<file path="src/rtl/sram_mem_controller.sv">
// sram_mem_controller: data-memory responder for the MEM stage. Each 32-bit
// load/store becomes two 16-bit SRAM accesses (low half, then high half), each
// held for WAIT_CYCLES+1 cycles. ready low freezes the pipeline.
// Optional feature macro: SRAM_STALL_COUNT_EN adds a free-running count of
// cycles spent with ready low on port stall_count.
module sram_mem_controller #(
   parameter int          SRAM_ADDR_WIDTH = 18,
   parameter int          WAIT_CYCLES     = 2,
   parameter logic [31:0] BASE_ADDR       = 32'd1024
) (
   input  logic                       clk,
   input  logic                       rst,
   input  logic                       rd_en,
   input  logic                       wr_en,
   input  logic [31:0]                address,
   input  logic [31:0]                write_data,
   output logic [31:0]                read_data,
   output logic                       ready,
   output logic [SRAM_ADDR_WIDTH-1:0] sram_addr,
   output logic [15:0]                sram_dq_out,
   input  logic [15:0]                sram_dq_in,
   output logic                       sram_dq_oe,
   output logic                       sram_we_n
`ifdef SRAM_STALL_COUNT_EN
   ,
   output logic [31:0]                stall_count
`endif
);

   localparam int         IW   = SRAM_ADDR_WIDTH - 1;
   localparam logic [2:0] LAST = 3'(WAIT_CYCLES);

   typedef enum logic [1:0] {S_IDLE, S_LO, S_HI, S_DONE} state_t;

   state_t        state_q, state_d;
   logic [2:0]    cnt_q, cnt_d;
   logic          op_wr_q;
   logic [IW-1:0] idx_q;
   logic [31:0]   wdata_q;
   logic [31:0]   rdata_q;

   logic          req;
   logic          last_cyc;
   logic          we_window;
   logic [31:0]   offset;
   logic [IW-1:0] idx_d;
   logic          unused_offset_bits;

   assign req       = rd_en | wr_en;
   assign last_cyc  = (cnt_q == LAST);
   // Strobe is released on the last cycle of a phase so data/address are
   // stable at the rising edge of we_n; with no wait states there is only one
   // cycle, so the strobe covers it.
   assign we_window = (WAIT_CYCLES == 0) || !last_cyc;

   // Byte offset from the SRAM window; anything below BASE_ADDR simply wraps.
   assign offset             = address - BASE_ADDR;
   assign idx_d              = offset[SRAM_ADDR_WIDTH:2];
   assign unused_offset_bits = ^{offset[31:SRAM_ADDR_WIDTH+1], offset[1:0]};

   assign read_data = rdata_q;

   // State register and wait-state counter
   always_ff @(posedge clk or negedge rst) begin
      if (!rst) begin
         state_q <= S_IDLE;
         cnt_q   <= 3'd0;
      end else begin
         state_q <= state_d;
         cnt_q   <= cnt_d;
      end
   end

   // Next-state logic: each half phase lasts until the counter reaches LAST
   always_comb begin
      state_d = state_q;
      cnt_d   = cnt_q;
      case (state_q)
         S_IDLE: begin
            cnt_d = 3'd0;
            if (req) state_d = S_LO;
         end
         S_LO: begin
            if (last_cyc) begin
               state_d = S_HI;
               cnt_d   = 3'd0;
            end else begin
               cnt_d = cnt_q + 3'd1;
            end
         end
         S_HI: begin
            if (last_cyc) begin
               state_d = S_DONE;
               cnt_d   = 3'd0;
            end else begin
               cnt_d = cnt_q + 3'd1;
            end
         end
         S_DONE:  state_d = S_IDLE;
         default: state_d = S_IDLE;
      endcase
   end

   // Request capture: a simultaneous read and write is treated as a write
   always_ff @(posedge clk or negedge rst) begin
      if (!rst) begin
         op_wr_q <= 1'b0;
         idx_q   <= '0;
         wdata_q <= 32'd0;
      end else if (state_q == S_IDLE && req) begin
         op_wr_q <= wr_en;
         idx_q   <= idx_d;
         wdata_q <= write_data;
      end
   end

   // Load data: each half is sampled on the final edge of its phase
   always_ff @(posedge clk or negedge rst) begin
      if (!rst) begin
         rdata_q <= 32'd0;
      end else if (!op_wr_q && last_cyc) begin
         if (state_q == S_LO) rdata_q[15:0]  <= sram_dq_in;
         if (state_q == S_HI) rdata_q[31:16] <= sram_dq_in;
      end
   end

   // Output decode: pipeline handshake and SRAM pin control per state
   always_comb begin
      ready       = 1'b0;
      sram_addr   = '0;
      sram_dq_out = 16'd0;
      sram_dq_oe  = 1'b0;
      sram_we_n   = 1'b1;
      case (state_q)
         S_IDLE: ready = ~req;
         S_LO: begin
            sram_addr   = {idx_q, 1'b0};
            sram_dq_out = wdata_q[15:0];
            sram_dq_oe  = op_wr_q;
            sram_we_n   = ~(op_wr_q & we_window);
         end
         S_HI: begin
            sram_addr   = {idx_q, 1'b1};
            sram_dq_out = wdata_q[31:16];
            sram_dq_oe  = op_wr_q;
            sram_we_n   = ~(op_wr_q & we_window);
         end
         S_DONE:  ready = 1'b1;
         default: ready = 1'b0;
      endcase
   end

`ifdef SRAM_STALL_COUNT_EN
   logic [31:0] stall_q;

   // Count every cycle the pipeline is frozen; wraps naturally at 2^32
   always_ff @(posedge clk or negedge rst) begin
      if (!rst)        stall_q <= 32'd0;
      else if (!ready) stall_q <= stall_q + 32'd1;
   end

   assign stall_count = stall_q;
`endif

endmodule
</file>
<file path="config.mk">
export PLATFORM = sky130hd
export DESIGN_NAME = sram_mem_controller
export DESIGN_NICKNAME = d
export VERILOG_FILES = /design/src/rtl/sram_mem_controller.sv
export SDC_FILE = /design/constraint.sdc
export NUM_CORES = 1
export LEC_CHECK = 0
export CAP_MARGIN = 20
export CORE_MARGIN = 5
export CORE_UTILIZATION = 45
export DETAILED_ROUTE_END_ITERATION = 8
export HOLD_SLACK_MARGIN = 0.15
export PLACE_DENSITY = 0.92
export SYNTH_ARGS = -nofsm -noshare
export SYNTH_HDL_FRONTEND = slang
export SYNTH_SLANG_ARGS = --single-unit
export TNS_END_PERCENT = 1
</file>
<file path="constraint.sdc">
create_clock -name clk -period 3.05 [get_ports clk]
set_clock_uncertainty 0.05 [all_clocks]
set_input_delay 0.61 -clock clk [delete_from_list [all_inputs] [get_ports clk]]
set_output_delay 0.61 -clock clk [all_outputs]
set_load 0.02 [all_outputs]
</file>
==> results.yml <==
grt:
  grt_first_pass_wirelength_microns: 15600
  antenna_found_initial: 0
  grt_overflow: 0
  gr-usage-all-layers: 0.186
  grt_max_degree: 88
  grt_pass1_vias: 3318
floorplanning:
  start_util: 0.456
  rows: 34
  die_x_microns: 103
  io_pins: 153
  die_y_microns: 103
  die-area_sq_um: 10700
  core_sq_um: 8590
status:
  violations: "negative setup slack"
  status: "finished, violations left"
final_layout:
  drive_above_1_share: 0.129
  final_common_cell: "clkdlybuf4s50_1"
  nNetsFinal: 615
  area_growth_pct: 43.4
  diodes: 0
  final_cell_mix: "clkdlybuf4s50_1, nand2_1, dfrtp_1"
timing:
  tightestPinTransition_ns: 0.447
  rsz0062_at_grt: "yes"
  max_freq_ghz: 0.326
  drv_slew: 0
  finalSetupViolations: 5
  post-route-min-period_ns: 3.07
  worst_slew_margin_rel: 0.694
  finalHoldViolCount: 0
  hold_slack_ns: 0.145
  min_period_over_period: 1.01
  setup_ws_ns: -0.0160
detailed_routing:
  drc: 0
  postRouteAntennaNets: 0
  wirelength_microns: 9800
  dr.pass1.iters: 4
  routedWlPerCell_microns: 15.4
  route.vias.total: 3271
  vias_per_cell: 5.14
  drtIter0Drc: 108
synth:
  netlist_area_sq_um: 3920
  yosysWarnings: 0
  synth_ff_type: "dfrtp_1"
  synth_nets: 478
  yosysTopAreaCellShare: 0.556
  yosysUniqueCellTypes: 35
  synth.largest_area_cell: "dfrtp_1"
  synth_area_leaders: "dfrtp_1, nand2_1, mux2_2"
  syn_avg_cell_area_sq_um: 10.1
  seq_area_frac_synth: 0.556
  synth-edff-count: 0
  yosys_register_bits: 87
  async_flop_share: 1.00
  syn-instance-count: 387
critical_path:
  rr_worst_depth: 5
  critPathMaxFanout: 18
  r2r_end: "state_q[1]"
  worst_setup_path_end_kind: "primary output"
  required_ns: 2.39
  r2r_slack_ns: 1.14
  reg2reg_from: "state_q[0]"
  cp.arrival_ns: 2.41
  startpoint_type: "register"
  path_class: "register to primary output"
cts:
  cts_buffer_depth: 2
  clk_pin_slew_ns: 0.10
  post_cts_buffers: 0
  cts_sinks: 87
  clkLatencyLatePin_ns: 0.34
  cts_hold_buf: 0
  root_buffer: "clkbuf_8"
  postCtsResizedCells: 1
  cts_buffers: 9
  htree_levels: 3
  cts_tree: "yes"
placed_design:
  numPortBuffers: 137
  gp_congestion: 0.825
  dp_hpwl_microns: 7190
pwr:
  cellPowerDensity_nw_per_um2: 1090
  ir_worst_vdd_v: 0.000516
  p_leak_nw: 2.55
  totalPowerFinal_mw: 6.10
flow_run:
  maxCapViolCount: 0
worst_hold_path:
  hold_class: "input port to asynchronous set/reset pin"
## logic make-up (layout without fill, tap and decap cells)
logic type	count (synthesis)	count (layout)	synth area share
XOR/XNOR	2	2	0.00447
flip-flops	87	87	0.556
adder cells (fa/ha/maj)	7	7	0.0223
buffers and inverters	27	169	0.0307
AND/OR/NAND/NOR	192	192	0.225
multiplexers	33	33	0.0948
AO/OA/AOI/OAI	39	39	0.0671
## worst max-delay path by stage
stage	cells past startpoint	end	start
after floorplan	7	sram_addr[10]	state_q[0]
after global placement	5	ready	rd_en
after detailed placement	5	ready	rd_en
after CTS	6	sram_dq_out[6]	state_q[0]
after global routing	6	sram_dq_out[0]	state_q[0]
final	5	sram_addr[3]	state_q[0]
## power breakdown
group / total (mW) / leakage [nW] / switching (mW) / internal, mW
combinational: 3.32 / 1.43 / 1.74 / 1.58
sequential: 2.06 / 1.05 / 0.330 / 1.73
clock: 0.718 / 0.0793 / 0.418 / 0.301
total: 6.10 / 2.55 / 2.49 / 3.61
## synthesized netlist by cell type, drive strengths merged, types with 3 or more instances
master  instances
buf             8
a31oi           6
or3             3
mux2           33
o21ai           9
nor2            8
inv             5
nor2b          16
ha              7
a22oi          16
or4             3
nand2         134
and3           17
clkbuf         14
dfrtp          87
o31ai           3
## critical path, stage by stage (launching register included)
cell and delay, ns:
dfrtp_1 0.41, inv_1 0.11, ha_1 0.28, or2_2 0.46, and3_1 0.24, clkdlybuf4s50_1 0.56
## metrics by stage
step | area, sq um | setup TNS, ns | cells | setup WS [ns] | util
after floorplan | 3920 | 0 | 387 | 0.614 | -
after global placement | 5410 | 0 | 620 | 0.137 | 0.629
after detailed placement | 5410 | 0 | 620 | 0.113 | 0.629
after CTS | 5580 | -0.382 | 636 | -0.0419 | 0.650
after global routing | 5620 | -4.16 | 637 | -0.174 | 0.654
final | 5620 | -0.0411 | 637 | -0.0160 | 0.654
## layer usage
metal | part of all wire | track usage | vias to the layer above
met1 | 0.41 | 0.233 | 1588
met5 | 0 | 0 | -
met4 | 0.015 | 0.0608 | 0
met2 | 0.50 | 0.323 | 109
met3 | 0.070 | 0.0389 | 14
li1 | - | - | 1560
## final cells by class
class                      instances  area, sq um
fill                             664         2980
sequential                        87         2180
multi-input combinational        273         1640
timing repair buffer             148         1470
tap                              108          135
clock buffer                      10          128
clock inverter                     6         45.0
inverter                           5         18.8
## flip-flops by register name (all words and copies together) (netlist names)
name and cells:
op_wr_q 1, idx_q 17, read_data 32, wdata_q 32, state_q 2, cnt_q 3
(Power assumes the default switching activity.)
